===== src/rtl/stdrst_pkg.sv =====
// -----------------------------------------------------------------------------
// stdrst_pkg
//   Shared types and elaboration-time helpers for the staged reset controller.
//   - stdrst_state_t : sequencer states (ASSERT, REL, RUN)
//   - clog2_min1     : counter width for a value range, never narrower than 1
//   - max2           : larger of two integers, for sizing shared counters
// -----------------------------------------------------------------------------
package stdrst_pkg;

  typedef enum logic [1:0] {
    ASSERT = 2'd0,  // all channels held in reset, stretch counter running
    REL    = 2'd1,  // channels being released one by one
    RUN    = 2'd2   // everything released; software resets accepted
  } stdrst_state_t;

  function automatic int unsigned clog2_min1(input int unsigned value);
    return ($clog2(value) < 1) ? 1 : $clog2(value);
  endfunction

  function automatic int unsigned max2(input int unsigned a, input int unsigned b);
    return (a > b) ? a : b;
  endfunction

endpackage


===== src/rtl/stdrst_sync.sv =====
// -----------------------------------------------------------------------------
// stdrst_sync
//   Multi-flop bit synchroniser bringing an asynchronous level into the clk
//   domain. All flops clear to 0 on the synchronous active-high reset.
// Parameters
//   STAGES : number of flops in the chain (>= 2)
// Ports
//   clk : sampling clock
//   rst : synchronous active-high reset
//   d   : asynchronous input level
//   q   : synchronised level, STAGES edges behind d
// -----------------------------------------------------------------------------
module stdrst_sync #(
  parameter int STAGES = 2
) (
  input  logic clk,
  input  logic rst,
  input  logic d,
  output logic q
);

  logic [STAGES-1:0] ff;

  // NOTE: state is updated with non-blocking assignments so every flop samples
  // the pre-edge value of its neighbour; blocking here would collapse the chain.
  always_ff @(posedge clk) begin
    if (rst) begin
      ff <= '0;
    end else begin
      ff <= {ff[STAGES-2:0], d};
    end
  end

  assign q = ff[STAGES-1];

endmodule


===== src/rtl/stdrst_seq.sv =====
// -----------------------------------------------------------------------------
// stdrst_seq
//   Staged reset controller. Conditions the global reset and an asynchronous
//   external reset request into NCH active-low per-subsystem resets, released
//   in index order (ch0 first) once the source has been gone for STRETCH
//   cycles, with GAP cycles between successive channels. In RUN, each channel
//   can additionally be pulsed into reset for SW_HOLD cycles by software.
//
// Parameters
//   NCH         : number of reset output channels (>= 1)
//   STRETCH     : cycles all channels stay low after the reset source drops
//   GAP         : cycles between successive channel releases
//   SYNC_STAGES : synchroniser depth for i_rst_req (>= 2)
//   SW_HOLD     : cycles a software-reset channel stays low
//   FILT_LEN    : consecutive synchronised-high cycles required on i_rst_req
//                 (exists only when STDRST_GLITCH_FILT_EN is defined)
//
// Configuration
//   STDRST_GLITCH_FILT_EN : when defined, a synchronised request must stay high
//   for FILT_LEN consecutive cycles before it acts. When undefined, a single
//   synchronised high cycle forces ASSERT and no filter logic exists.
//
// Ports
//   clk       : single clock, all logic on posedge
//   rst       : synchronous active-high global reset
//   i_rst_req : asynchronous active-high external reset request
//   i_sw_rst  : per-channel software reset pulse (synchronous, active-high)
//   o_rst_n   : per-channel registered active-low reset
//   o_busy    : high while in ASSERT or REL
//   o_done    : one-cycle pulse on entry to RUN
// -----------------------------------------------------------------------------
module stdrst_seq
  import stdrst_pkg::*;
#(
  parameter int NCH         = 3,
  parameter int STRETCH     = 4,
  parameter int GAP         = 2,
  parameter int SYNC_STAGES = 2,
  parameter int SW_HOLD     = 8
`ifdef STDRST_GLITCH_FILT_EN
  ,
  parameter int FILT_LEN    = 3
`endif
) (
  input  logic           clk,
  input  logic           rst,
  input  logic           i_rst_req,
  input  logic [NCH-1:0] i_sw_rst,
  output logic [NCH-1:0] o_rst_n,
  output logic           o_busy,
  output logic           o_done
);

  // One counter serves both the stretch and the gap phases.
  localparam int CNT_W  = clog2_min1(max2(STRETCH, GAP) + 1);
  localparam int HOLD_W = clog2_min1(SW_HOLD + 1);
  localparam int IDX_W  = clog2_min1(NCH);

  stdrst_state_t    state, state_next;
  logic [CNT_W-1:0] cnt, cnt_next;
  logic [IDX_W-1:0] idx, idx_next;
  logic             done, done_next;
  logic [NCH-1:0]   rel_set;   // channel released on this edge
  logic [NCH-1:0]   sw_take;   // software pulse accepted on this edge
  logic [NCH-1:0]   rst_n_q;
  logic             req_s;     // synchronised request
  logic             req_eff;   // request that actually forces ASSERT

  // ---------------------------------------------------------------------------
  // Request synchroniser and optional glitch filter
  // ---------------------------------------------------------------------------
  stdrst_sync #(
    .STAGES(SYNC_STAGES)
  ) u_req_sync (
    .clk(clk),
    .rst(rst),
    .d  (i_rst_req),
    .q  (req_s)
  );

`ifdef STDRST_GLITCH_FILT_EN
  // filt_cnt counts consecutive high samples seen before the current one and
  // saturates at FILT_LEN-1; the request acts on the FILT_LEN-th high sample.
  localparam int FILT_W = clog2_min1(FILT_LEN);

  logic [FILT_W-1:0] filt_cnt;

  always_ff @(posedge clk) begin
    if (rst) begin
      filt_cnt <= '0;
    end else if (!req_s) begin
      filt_cnt <= '0;
    end else if (filt_cnt != FILT_W'(FILT_LEN - 1)) begin
      filt_cnt <= filt_cnt + FILT_W'(1);
    end
  end

  assign req_eff = req_s && (filt_cnt == FILT_W'(FILT_LEN - 1));
`else
  assign req_eff = req_s;
`endif

  // ---------------------------------------------------------------------------
  // Sequencer FSM
  // ---------------------------------------------------------------------------
  always_ff @(posedge clk) begin
    if (rst) begin
      state <= ASSERT;
      cnt   <= '0;
      idx   <= '0;
      done  <= 1'b0;
    end else begin
      state <= state_next;
      cnt   <= cnt_next;
      idx   <= idx_next;
      done  <= done_next;
    end
  end

  always_comb begin
    // NOTE: every output of this block gets a default first, so no path through
    // the case statement can leave a value unassigned and infer a latch.
    state_next = state;
    cnt_next   = cnt;
    idx_next   = idx;
    done_next  = 1'b0;
    rel_set    = '0;

    if (req_eff) begin
      // A request overrides everything below; while it is held cnt stays 0,
      // so the stretch starts counting on the first cycle after it drops.
      state_next = ASSERT;
      cnt_next   = '0;
      idx_next   = '0;
    end else begin
      case (state)
        ASSERT: begin
          if (cnt == CNT_W'(STRETCH - 1)) begin
            state_next = REL;
            cnt_next   = '0;
            idx_next   = '0;
            rel_set    = NCH'(1);
          end else begin
            cnt_next = cnt + CNT_W'(1);
          end
        end

        REL: begin
          if (cnt == CNT_W'(GAP - 1)) begin
            cnt_next = '0;
            if (idx == IDX_W'(NCH - 1)) begin
              state_next = RUN;
              done_next  = 1'b1;
            end else begin
              idx_next = idx + IDX_W'(1);
              rel_set  = NCH'(1) << idx_next;
            end
          end else begin
            cnt_next = cnt + CNT_W'(1);
          end
        end

        RUN: begin
          // Idle; per-channel logic handles software resets.
        end

        default: begin
          state_next = ASSERT;
          cnt_next   = '0;
          idx_next   = '0;
        end
      endcase
    end
  end

  // Software pulses are honoured only once the full sequence has completed.
  assign sw_take = (state == RUN) ? i_sw_rst : '0;

  // ---------------------------------------------------------------------------
  // Per-channel output flop and software-hold counter
  // ---------------------------------------------------------------------------
  for (genvar k = 0; k < NCH; k++) begin : g_ch
    logic [HOLD_W-1:0] hold_cnt;
    logic              rst_n_r;

    // NOTE: the hold counters are reset explicitly, unlike a data array, because
    // a stale nonzero count would release a channel on its own after reset.
    always_ff @(posedge clk) begin
      if (rst) begin
        hold_cnt <= '0;
        rst_n_r  <= 1'b0;
      end else if (req_eff) begin
        hold_cnt <= '0;
        rst_n_r  <= 1'b0;
      end else if (sw_take[k]) begin
        // A new pulse during a hold simply reloads the full hold time.
        hold_cnt <= HOLD_W'(SW_HOLD);
        rst_n_r  <= 1'b0;
      end else if (hold_cnt != '0) begin
        hold_cnt <= hold_cnt - HOLD_W'(1);
        if (hold_cnt == HOLD_W'(1)) begin
          rst_n_r <= 1'b1;
        end
      end else if (rel_set[k]) begin
        rst_n_r <= 1'b1;
      end
    end

    assign rst_n_q[k] = rst_n_r;
  end

  assign o_rst_n = rst_n_q;
  assign o_busy  = (state != RUN);
  assign o_done  = done;

endmodule


===== config.mk =====
export PLATFORM = sky130hd
export DESIGN_NAME = stdrst_seq
export DESIGN_NICKNAME = d
export VERILOG_FILES = /design/src/rtl/stdrst_pkg.sv /design/src/rtl/stdrst_sync.sv /design/src/rtl/stdrst_seq.sv
export SDC_FILE = /design/constraint.sdc
export NUM_CORES = 1
export LEC_CHECK = 0
export ABC_AREA = 1
export CAP_MARGIN = 25
export CORE_ASPECT_RATIO = 1.75
export CORE_MARGIN = 2
export CORE_UTILIZATION = 40
export DETAILED_ROUTE_END_ITERATION = 16
export PLACE_DENSITY_LB_ADDON = 0.3
export SLEW_MARGIN = 40
export SYNTH_ARGS = -nofsm -noshare
export SYNTH_HDL_FRONTEND = slang
export SYNTH_SLANG_ARGS = --single-unit

===== constraint.sdc =====
create_clock -name clk -period 1.45 [get_ports clk]
set_input_delay 0.145 -clock clk [delete_from_list [all_inputs] [get_ports clk]]
set_output_delay 0.145 -clock clk [all_outputs]
set_load 0.05 [all_outputs]

==> impl_results.md, run 1 <==
* Run status: finished, final reports clean
* P_leak at 0.718 nW
* Fraction of synthesized cell area taken by the top area cell type at 35.7%
* Clock Pin Slew Worst Setup and Hold Paths at 0.09 ns
* Longest individual stage delay on the worst path at approximately 0.36 ns
* Floorplan die area at 0.00401 mm^2
* Total area of sequential cells at about 500 um^2
* WS Path Type: register to register
* Startpoint class of the critical path: register
* Area inside the core boundary at 0.00336 mm^2
* Initial core utilization at roughly two fifths
* Number of clock sinks at 25
* FF-to-FF End: idx[0]
* Vias post-DR at 1116
* RSZ-0062 raised after global routing: no
* Flip-flop and latch count after synthesis at 25
* Top-Level Pins at 11
* Aggregate negative setup slack at 0 ns
* Final weighted congestion in routability-driven placement at 0.848
* Arrival @ worst endpoint at around 1.5 ns
* Clock tree root driver cell: sky130_fd_sc_hd__clkbuf_8
* Hold-fix buffers, CTS at 0
* Number of antenna violations at the first check in global routing at 0
* Mapped Nets at 202
* Time the final worst path needs with I/O delays and setup at 1.32 ns
* Internal portion of total power at 1.52 mW
* Post-DRT Antenna Nets at 0
* Crit path max fanout at 4
* Least-Margin Pin Slew at 0.249 ns
* Die extent in y at between 80 and 90 um
* Combinational share of power at 45.9%
* Register area share after synthesis at 35.7%
* Wire length reported by the detailed router at 2620 um
* Number of failing hold endpoints at the final stage at 0
* Data required time of the worst path at 1.66 ns
* Clock tree from TritonCTS: yes
* Detailed-route DRC error count at 0
* Average detailed-routed wire length per instance at 11.1 um
* CP most frequent cell: sky130_fd_sc_hd__inv_1
* Cell with the largest stage delay on the worst path: sky130_fd_sc_hd__dfxtp_2
* Number of buffer and inverter stages on the critical path at 2
* Cell types with the largest area share after synthesis: sky130_fd_sc_hd__dfxtp_1 36%, sky130_fd_sc_hd__ha_1 15%, sky130_fd_sc_hd__inv_1 8.6%
* Maximum clock frequency at 0.758 GHz
* Number of cell instances on the worst register-to-register path at 8
* FILL cells at around 350
* Area taken by multi-input logic gates at 747 um^2
* Total grt overflow at 0
* Maximum level of the CTS H-tree at 1
* Final setup violation count at 0
* Fraction of layout cells with a size suffix above 1 at about 17%
* Yosys warning count at 0
* Sort of element at the end of the critical path: register
* Net switching power at 1.10 mW
* Netlist area before placement at 0.00140 mm^2
* Switching share of total power at between 40% and 50%
* First-pass GRT wire length at 5000 um
* Register-to-register setup slack at 0.13 ns
* Final HPWL DP at 2140 um
* Worst hold margin at 0.393 ns
* Final design utilization at 47.4%
* Class of the worst hold path: primary input to register
* Synth-to-Final Area Change at 13.8%
* Overall routing resource usage at 16.0%
* Number of cells upsized or downsized after cts at 0
* Maximum number of pins on one net before global-route repair at 14
* Family of cells with the greatest summed delay on the critical path: flip-flops
* Sequential share of power at around two fifths
* 1st-iter DRT viols at 11
* Final Cycle Share at 91.0%
* Max-slew violations at 0
* Die W at 48.7 um
* Insertion delay to the later sink of the worst-skew pair at 0.27 ns
* Max Clock Skew at roughly 0.0029 ns
* Total Power Consumption at 2.62 mW
* Slew margin rel. at 83.2%
* Portion of total power attributed to the clock network at between 10% and 20%
* Setup crit start: cnt[0]
* Most area-hungry cell type in the Yosys netlist: sky130_fd_sc_hd__dfxtp_1
* TritonCTS buffer count at 3
* Diode insertion count for antenna repair at 0
* Capture point of the critical path: idx[0]
* DR vias/cell at ~4.7
* Maxcap violations at 0
* Number of nets in the final layout at 215
* Cell Rows at 28
* Port bufs at 10
* Critical path, cell by cell: ha_2 -> ha_1 -> inv_1 -> nand2_1 -> nand2_2 -> o21ai_0 -> inv_1 -> nor2_2
* Number of global-route vias before repair at 1189
* Most common cell after layout, fill and taps aside: sky130_fd_sc_hd__inv_1
* Bufs on Longest Clock Path at 2
* PwrDens at 1650 mW/mm^2
* Worst R2R Start: cnt[0]
* Path length in cells of the critical path at 8
* Mean instance size in the synthesized netlist at 7.82 um^2
* Detailed-router iteration count before antenna repair at 4
* Post-CTS setup buffer count at 0
* Netlist cell types at 23
* Commonest cells after routing, fill and taps aside: 32 x sky130_fd_sc_hd__inv_1, 28 x sky130_fd_sc_hd__nand2_1, 24 x sky130_fd_sc_hd__dfxtp_1
* Highest ir drop seen on vdd at 0.858 mV
* Number of cells produced by synthesis at 179
-- sequential cells by signal, indices dropped and copies added (netlist names) --
name	cells
state	2
idx	2
g_ch.rst_n_r	3
o_done	1
u_req_sync.ff	2
g_ch.hold_cnt	12
cnt	3
-- cells in the mapped netlist, drive strengths merged --
cell type and count:
dfxtp 25, nand2 37, ha 17, buf 4, nand3 1, o21a 1, xnor2 2, a31oi 3
inv 34, a21oi 10, o21bai 1, o211ai 4, a211oi 3, o21ai 4, nor3 6, nor2 21
nand4 6
-- tightest hold or removal path, cell delays in order --
cell	delay, ns
sky130_fd_sc_hd__clkdlybuf4s50_1	0.40
sky130_fd_sc_hd__inv_1	0.05
sky130_fd_sc_hd__nor2_1	0.03
-- logic make-up after synthesis --
family,Yosys count,share of synthesized area [%]
DFF,25,35.7
adders and majority gates,17,15.2
xor gates and xnor gates,2,1.25
AOI/OAI and AO/OA,26,12.2
buffers and inverters,38,11.1
and+or+nand+nor,71,24.5
-- per-stage QoR --
step                setup slack [ns]  instances  instance area (um^2)
finish                         0.131        236                  1590
global route                 0.00186        236                  1590
CTS                            0.101        236                  1590
detailed placement             0.130        232                  1540
global placement               0.193        232                  1540
floorplan                      0.224        179                  1400
-- power by group through the flow --
stage / registers (mW) / logic (mW) / clock network (mW)
after floorplan: 0.986 / 0.996 / 0
after detailed placement: 1.02 / 1.21 / 0
after global placement: 1.01 / 1.14 / 0
final: 1.01 / 1.20 / 0.413
after CTS: 1.00 / 1.21 / 0.430
after global routing: 1.03 / 1.39 / 0.463
-- routing by layer --
layer  vias up  GRT usage [%]  share of wire (%)
li1        591              -                  -
met1       505           16.3                 39
met2        13           31.4                 56
met3         7           2.34                2.1
met4         0           8.29                2.3
met5         -              0                  0
-- worst min-delay path by stage --
| stage | cells past startpoint | slack (ns) | to | start |
|---|---|---|---|---|
| after floorplan | 1 | 0.22 | u_req_sync.ff[0] | rst |
| after global placement | 2 | 0.39 | u_req_sync.ff[1] | u_req_sync.ff[0] |
| after detailed placement | 2 | 0.40 | u_req_sync.ff[1] | u_req_sync.ff[0] |
| after CTS | 3 | 0.39 | u_req_sync.ff[0] | i_rst_req |
| after global routing | 3 | 0.40 | u_req_sync.ff[0] | i_rst_req |
| final | 3 | 0.39 | u_req_sync.ff[0] | i_rst_req |
-- cell type report --
type	instances	share of cell area, %
sequential	25	31.5
timing repair buffer	12	7.23
multi-input combinational	116	46.9
tap	45	3.53
clock buffer	4	2.83
inverter	34	8.01
Note: power is estimated with default switching activity, not from simulation.
==> run 2: changes to the inputs <==
Clock period 1.45 ns to 1.3 ns, I/O delays scaled along.
==> run 2 against run 1 <==
Effect of this change:
- wire length grew 2.6%
- final cell count is 1.7% higher
- count of clock-buffer cells in the layout is 1 lower
- via count increased by 3.0%
- worst setup slack got worse by 0.064 ns
- non-clock buffer count rose by 4
- register-to-register slack worse by 0.06 ns
- critical endpoint unchanged
- largest cell class unchanged
- highest routed layer unchanged
==> impl_results.md, run 2 (same netlist as run 1, synthesis figures left out) <==
* DR vias/cell at between 4 and 5
* Arrival @ worst endpoint at roughly 1.4 ns
* Top-Level Pins at 11
* Cell Rows at 28
* Combinational share of power at roughly 48%
* Detailed-route DRC error count at 0
* Fraction of layout cells with a size suffix above 1 at 27.7%
* Detailed-router iteration count before antenna repair at 4
* 1st-iter DRT viols at 22
* Maximum clock frequency at between 0.8 and 0.9 GHz
* Overall routing resource usage at about 15%
* Clock Pin Slew Worst Setup and Hold Paths at 0.09 ns
* Cell total after placement at 235
* PwrDens at between 1500 and 2000 mW/mm^2
* Diode insertion count for antenna repair at 0
* Area taken by multi-input logic gates at between 700 and 800 um^2
* Die W at between 40 and 50 um
* Maxcap violations at 0
* Floorplan die area at 0.00401 mm^2
* Max-slew violations at 0
* Max Clock Skew at 0.00359 ns
* Portion of total power attributed to the clock network at 15.3%
* Final setup violation count at 0
* Number of clock sinks at 25
* Slew margin rel. at 83.4%
* Sort of element at the end of the critical path: register
* FILL cells at between 300 and 400
* Least-Margin Pin Slew at 0.249 ns
* Met1 Track Usage GR at 14.2%
* Crit path max fanout at 4
* Clock tree root driver cell: sky130_fd_sc_hd__clkbuf_8
* Final weighted congestion in routability-driven placement at roughly 0.87
* Non-filler cells, final at 240
* RSZ-0062 raised after global routing: no
* Critical path, cell by cell: inv_2 -> ha_2 -> nand2_2 -> nand2_2 -> nand2_4 -> nor2_4 -> nand2_1 -> nand2_1 -> nor2_2
* Met2 GRT Util at 31.0%
* GR Layer Usage met3 at roughly 2.3%
* Hold-fix buffers, CTS at 0
* Final WS setup at 0.0665 ns
* Switching share of total power at 41.7%
* Class of the worst hold path: primary input to register
* Synth-to-Final Area Change at 23.8%
* Average detailed-routed wire length per instance at 11.2 um
* Worst R2R Start: cnt[1]
* Sequential share of power at 36.9%
* Largest reg by FF count: g_ch.hold_cnt
* Time the final worst path needs with I/O delays and setup at between 1 and 1.5 ns
* Number of antenna violations at the first check in global routing at 0
* Total area of sequential cells at 509 um^2
* Longest individual stage delay on the worst path at 0.35 ns
* Number of flip-flops under the largest register name at 12
* Bufs on Longest Clock Path at 2
* Internal portion of total power at ~1.8 mW
* WS Path Type: register to register
* TritonCTS buffer count at 3
* Commonest cells after routing, fill and taps aside: 26 x sky130_fd_sc_hd__inv_1, 26 x sky130_fd_sc_hd__nand2_1, 20 x sky130_fd_sc_hd__dfxtp_1
* Cell with the largest stage delay on the worst path: sky130_fd_sc_hd__dfxtp_2
* Wire length reported by the detailed router at between 2000 and 3000 um
* Net switching power at 1.27 mW
* Busiest grt layer: met2
* Final Cycle Share at between 90% and 100%
* Data required time of the worst path at 1.48 ns
* Clock tree from TritonCTS: yes
* Worst Hold Launch: i_rst_req
* Post-place setup slack at -0.0458 ns
* Number of failing hold endpoints at the final stage at 0
* Run status: finished, final reports clean
* Final HPWL DP at between 2000 and 2500 um
* First-pass GRT wire length at 4790 um
* Maximum number of pins on one net before global-route repair at 15
* Number of nets in the final layout at 219
* Setup crit start: cnt[1]
* Number of global-route vias before repair at 1204
* Insertion delay to the later sink of the worst-skew pair at 0.27 ns
* Highest ir drop seen on vdd at between 0.9 and 1 mV
* P_leak at 0.754 nW
* Maximum level of the CTS H-tree at 1
* Startpoint class of the critical path: register
* Initial core utilization at 41.6%
* Area inside the core boundary at 0.00336 mm^2
* Die extent in y at 82.3 um
* Vias post-DR at 1149
* Port bufs at 10
* Post-DRT Antenna Nets at 0
* Top flop regs: g_ch.hold_cnt x12, cnt x3, g_ch.rst_n_r x3
* Total grt overflow at 0
## run 2: metrics by stage
step / power, mW / TNS, ns / util (%) / hold slack (ns) / area [um^2]
4_1_cts: 3.03 / 0 / 49.6 / 0.388 / 1670
5_1_grt: 3.36 / 0 / 51.5 / 0.416 / 1730
2_1_floorplan: 2.21 / 0 / - / 0.201 / 1400
3_3_place_gp: 2.49 / 0 / 48.1 / 0.391 / 1620
6_report: 3.06 / 0 / 51.5 / 0.384 / 1730
3_5_place_dp: 2.56 / -0.0865 / 48.1 / 0.400 / 1620
## run 2: routing by layer
metal	up-vias	routed length, um
li1	596	-
met1	519	1080
met2	25	1450
met3	9	72
met4	0	88
met5	-	0
## run 2: worst max-delay path: cells and delay by family (launching register included)
kind | cells | cell delay (ns)
simple gates | 7 | 0.55
flops | 1 | 0.35
fa+ha+maj | 1 | 0.18
buf+inv | 1 | 0.06
## run 2: power groups by stage
stage	logic, mW	registers [mW]	clock network, mW
2_1_floorplan	1.11	1.10	0
3_3_place_gp	1.36	1.13	0
3_5_place_dp	1.42	1.13	0
4_1_cts	1.43	1.12	0.480
5_1_grt	1.68	1.16	0.516
6_report	1.46	1.13	0.468
## run 2: worst paths after layout
kind                      end  slack, ns  cells past startpoint
max                    idx[0]       0.07                      9
min          u_req_sync.ff[0]       0.38                      3
max reg2reg            idx[0]       0.07                      9
min reg2reg  u_req_sync.ff[1]       0.41                      2
## run 2: layout make-up
class                      instances  area share, %
clock buffer                       3           2.38
clock inverter                     1          0.289
inverter                          34           7.36
multi-input combinational        116           46.1
sequential                        25           29.4
tap                               45           3.25
timing repair buffer              16           11.3
## run 2: timing repair
action,4_1_cts,5_1_grt
resized for setup,3,22
buffers inserted,0,1
endpoints found under the setup margin,2,13
pin swaps,0,6
==> run 3: changes to the inputs <==
Settings changed: CORE_ASPECT_RATIO 1.75 to not set, CORE_UTILIZATION 40 to 50, RECOVER_POWER set to 50.
==> run 3 against run 2 <==
Effect of this change:
- count of clock-buffer cells in the layout rose by 1
- final area down 5.7%
- clock power decreased by 26%
- critical endpoint unchanged
==> impl_results.md, run 3 (same netlist as run 1, synthesis figures left out) <==
* Run status: finished, final reports clean
* PwrDens at roughly 1700 mW/mm^2
* Worst hold margin at 0.314 ns
* Data required time of the worst path at approximately 1.5 ns
* Area taken by multi-input logic gates at 790 um^2
* Clock tree root driver cell: sky130_fd_sc_hd__clkbuf_4
* Portion of total power attributed to the clock network at 12.1%
* Number of cell instances on the worst register-to-register path at 9
* Path length in cells of the critical path at 9
* Max-slew violations at 0
* Clock tree from TritonCTS: yes
* Die extent in y at 56.9 um
* DR vias/cell at 5.02
* Port bufs at 10
* Slew margin rel. at between 80% and 90%
* Number of global-route vias before repair at ~1.1k
* Number of antenna violations at the first check in global routing at 0
* WS Path Type: register to register
* Cell total after placement at 222
* Top flop regs: g_ch.hold_cnt x12, cnt x3, g_ch.rst_n_r x3
* Top-Level Pins at 11
* Number of clock sinks at 25
* Diode insertion count for antenna repair at 0
* Class of the worst hold path: primary input to register
* Arrival @ worst endpoint at about 1.5 ns
* Combinational share of power at 48.5%
* Final weighted congestion in routability-driven placement at 0.885
* Net switching power at about 1.2 mW
* Startpoint class of the critical path: register
* Total grt overflow at 0
* Number of buffer and inverter stages on the critical path at 1
* Total Power Consumption at around 2.8 mW
* Aggregate negative setup slack at 0 ns
* Overall routing resource usage at 16.7%
* 1st-iter DRT viols at 35
* Switching share of total power at 43.0%
* Post-DRT Antenna Nets at 0
* FF-to-FF End: idx[0]
* Detailed-router iteration count before antenna repair at 4
* Final design utilization at 60.3%
* Synth-to-Final Area Change at 16.7%
* Area inside the core boundary at 0.00271 mm^2
* Maximum number of pins on one net before global-route repair at 14
* Total area of sequential cells at 509 um^2
* Least-Margin Pin Slew at 0.277 ns
* Die W at 56.9 um
* Worst R2R Start: cnt[1]
* Detailed-route DRC error count at 0
* Critical path, cell by cell: inv_1 -> ha_2 -> nand2_2 -> nand2_2 -> nand2_4 -> nor2_4 -> nand2_1 -> nand2_1 -> nor2_2
* Number of failing hold endpoints at the final stage at 0
* FILL cells at between 200 and 250
* Average detailed-routed wire length per instance at between 10 and 15 um
* Number of nets in the final layout at 220
* Sort of element at the end of the critical path: register
* Wire length reported by the detailed router at 2600 um
* P_leak at 0.734 nW
* Maximum clock frequency at 0.800 GHz
* Max Clock Skew at 0.000497 ns
* Clock Pin Slew Worst Setup and Hold Paths at between 0.1 and 0.15 ns
* Capture point of the critical path: idx[0]
* Most common cell after layout, fill and taps aside: sky130_fd_sc_hd__inv_1
* Floorplan die area at 0.00324 mm^2
* Longest individual stage delay on the worst path at 0.36 ns
* Final HPWL DP at 1990 um
* Number of flip-flops under the largest register name at 12
* Maxcap violations at 0
* Commonest cells after routing, fill and taps aside: 30 x sky130_fd_sc_hd__inv_1, 26 x sky130_fd_sc_hd__nand2_1, 20 x sky130_fd_sc_hd__dfxtp_1
* Time the final worst path needs with I/O delays and setup at 1.25 ns
* Initial core utilization at 51.7%
* Cell Rows at 19
* Setup crit start: cnt[1]
* Non-filler cells, final at 227
* Bufs on Longest Clock Path at 2
* First-pass GRT wire length at 4410 um
* Final Cycle Share at between 90% and 100%
* Family of cells with the greatest summed delay on the critical path: simple AND/OR/NAND/NOR gates
* Highest ir drop seen on vdd at 1.32 mV
* Sequential share of power at 39.4%
* Vias post-DR at 1140
* Final setup violation count at 0
* Largest reg by FF count: g_ch.hold_cnt
* Register-to-register setup slack at 0.05 ns
* Cell with the largest stage delay on the worst path: sky130_fd_sc_hd__dfxtp_2
* Internal portion of total power at between 1.5 and 2 mW
* RSZ-0062 raised after global routing: yes
* Maximum level of the CTS H-tree at 1
* Crit path max fanout at 4
* TritonCTS buffer count at 3
* Insertion delay to the later sink of the worst-skew pair at about 0.31 ns
* Fraction of layout cells with a size suffix above 1 at 25.0%
-- run 3: power groups by stage --
stage          sequential [mW]  combinational (mW)  clock, mW
5_1_grt                   1.14                1.59      0.378
3_3_place_gp              1.13                1.37          0
2_1_floorplan             1.10                1.11          0
3_5_place_dp              1.14                1.41          0
6_report                  1.12                1.38      0.346
4_1_cts                   1.12                1.42      0.353
-- run 3: layout make-up --
cell class,instances,share of cell area [%]
Clock buffer,4,1.61
Inverter,34,7.81
Multi-Input combinational cell,116,48.3
Sequential cell,25,31.2
Tap cell,31,2.37
Timing Repair Buffer,17,8.73
-- run 3: layer usage --
| metal | up-vias | wire, um | GRT usage (%) |
|---|---|---|---|
| met1 | 519 | 1200 | 20.9 |
| met3 | 5 | 71 | 2.76 |
| met4 | 0 | 25 | 3.99 |
| met5 | - | 0 | 0 |
| li1 | 600 | - | - |
| met2 | 16 | 1300 | 29.9 |
-- run 3: worst min path at each step --
stage	startpoint	end	slack (ns)	cells after the start
floorplan	rst	u_req_sync.ff[0]	0.20	1
global placement	u_req_sync.ff[0]	u_req_sync.ff[1]	0.40	2
detailed placement	u_req_sync.ff[0]	u_req_sync.ff[1]	0.42	2
CTS	i_rst_req	u_req_sync.ff[0]	0.32	3
global route	i_rst_req	u_req_sync.ff[0]	0.32	3
finish	i_rst_req	u_req_sync.ff[0]	0.31	3
-- run 3: worst min-delay path, cell delays in order --
cell and delay, ns:
sky130_fd_sc_hd__clkdlybuf4s50_1 0.39, sky130_fd_sc_hd__inv_1 0.05, sky130_fd_sc_hd__nor2_1 0.03
-- run 3: through the flow --
step	instance area [um^2]	setup slack [ns]
2_1_floorplan	1400	0.0739
6_report	1630	0.0494
5_1_grt	1630	-0.0204
3_5_place_dp	1610	-0.0167
3_3_place_gp	1610	0.0360
4_1_cts	1640	-0.00337
-- run 3: timing repair --
action | CTS | global route
endpoints found under the hold margin | 0 | 0
setup buffers | 0 | 1
endpoints found under the setup margin | 4 | 12
gates resized for setup | 3 | 17
pin swaps | 0 | 4
hold buffers | 0 | 0
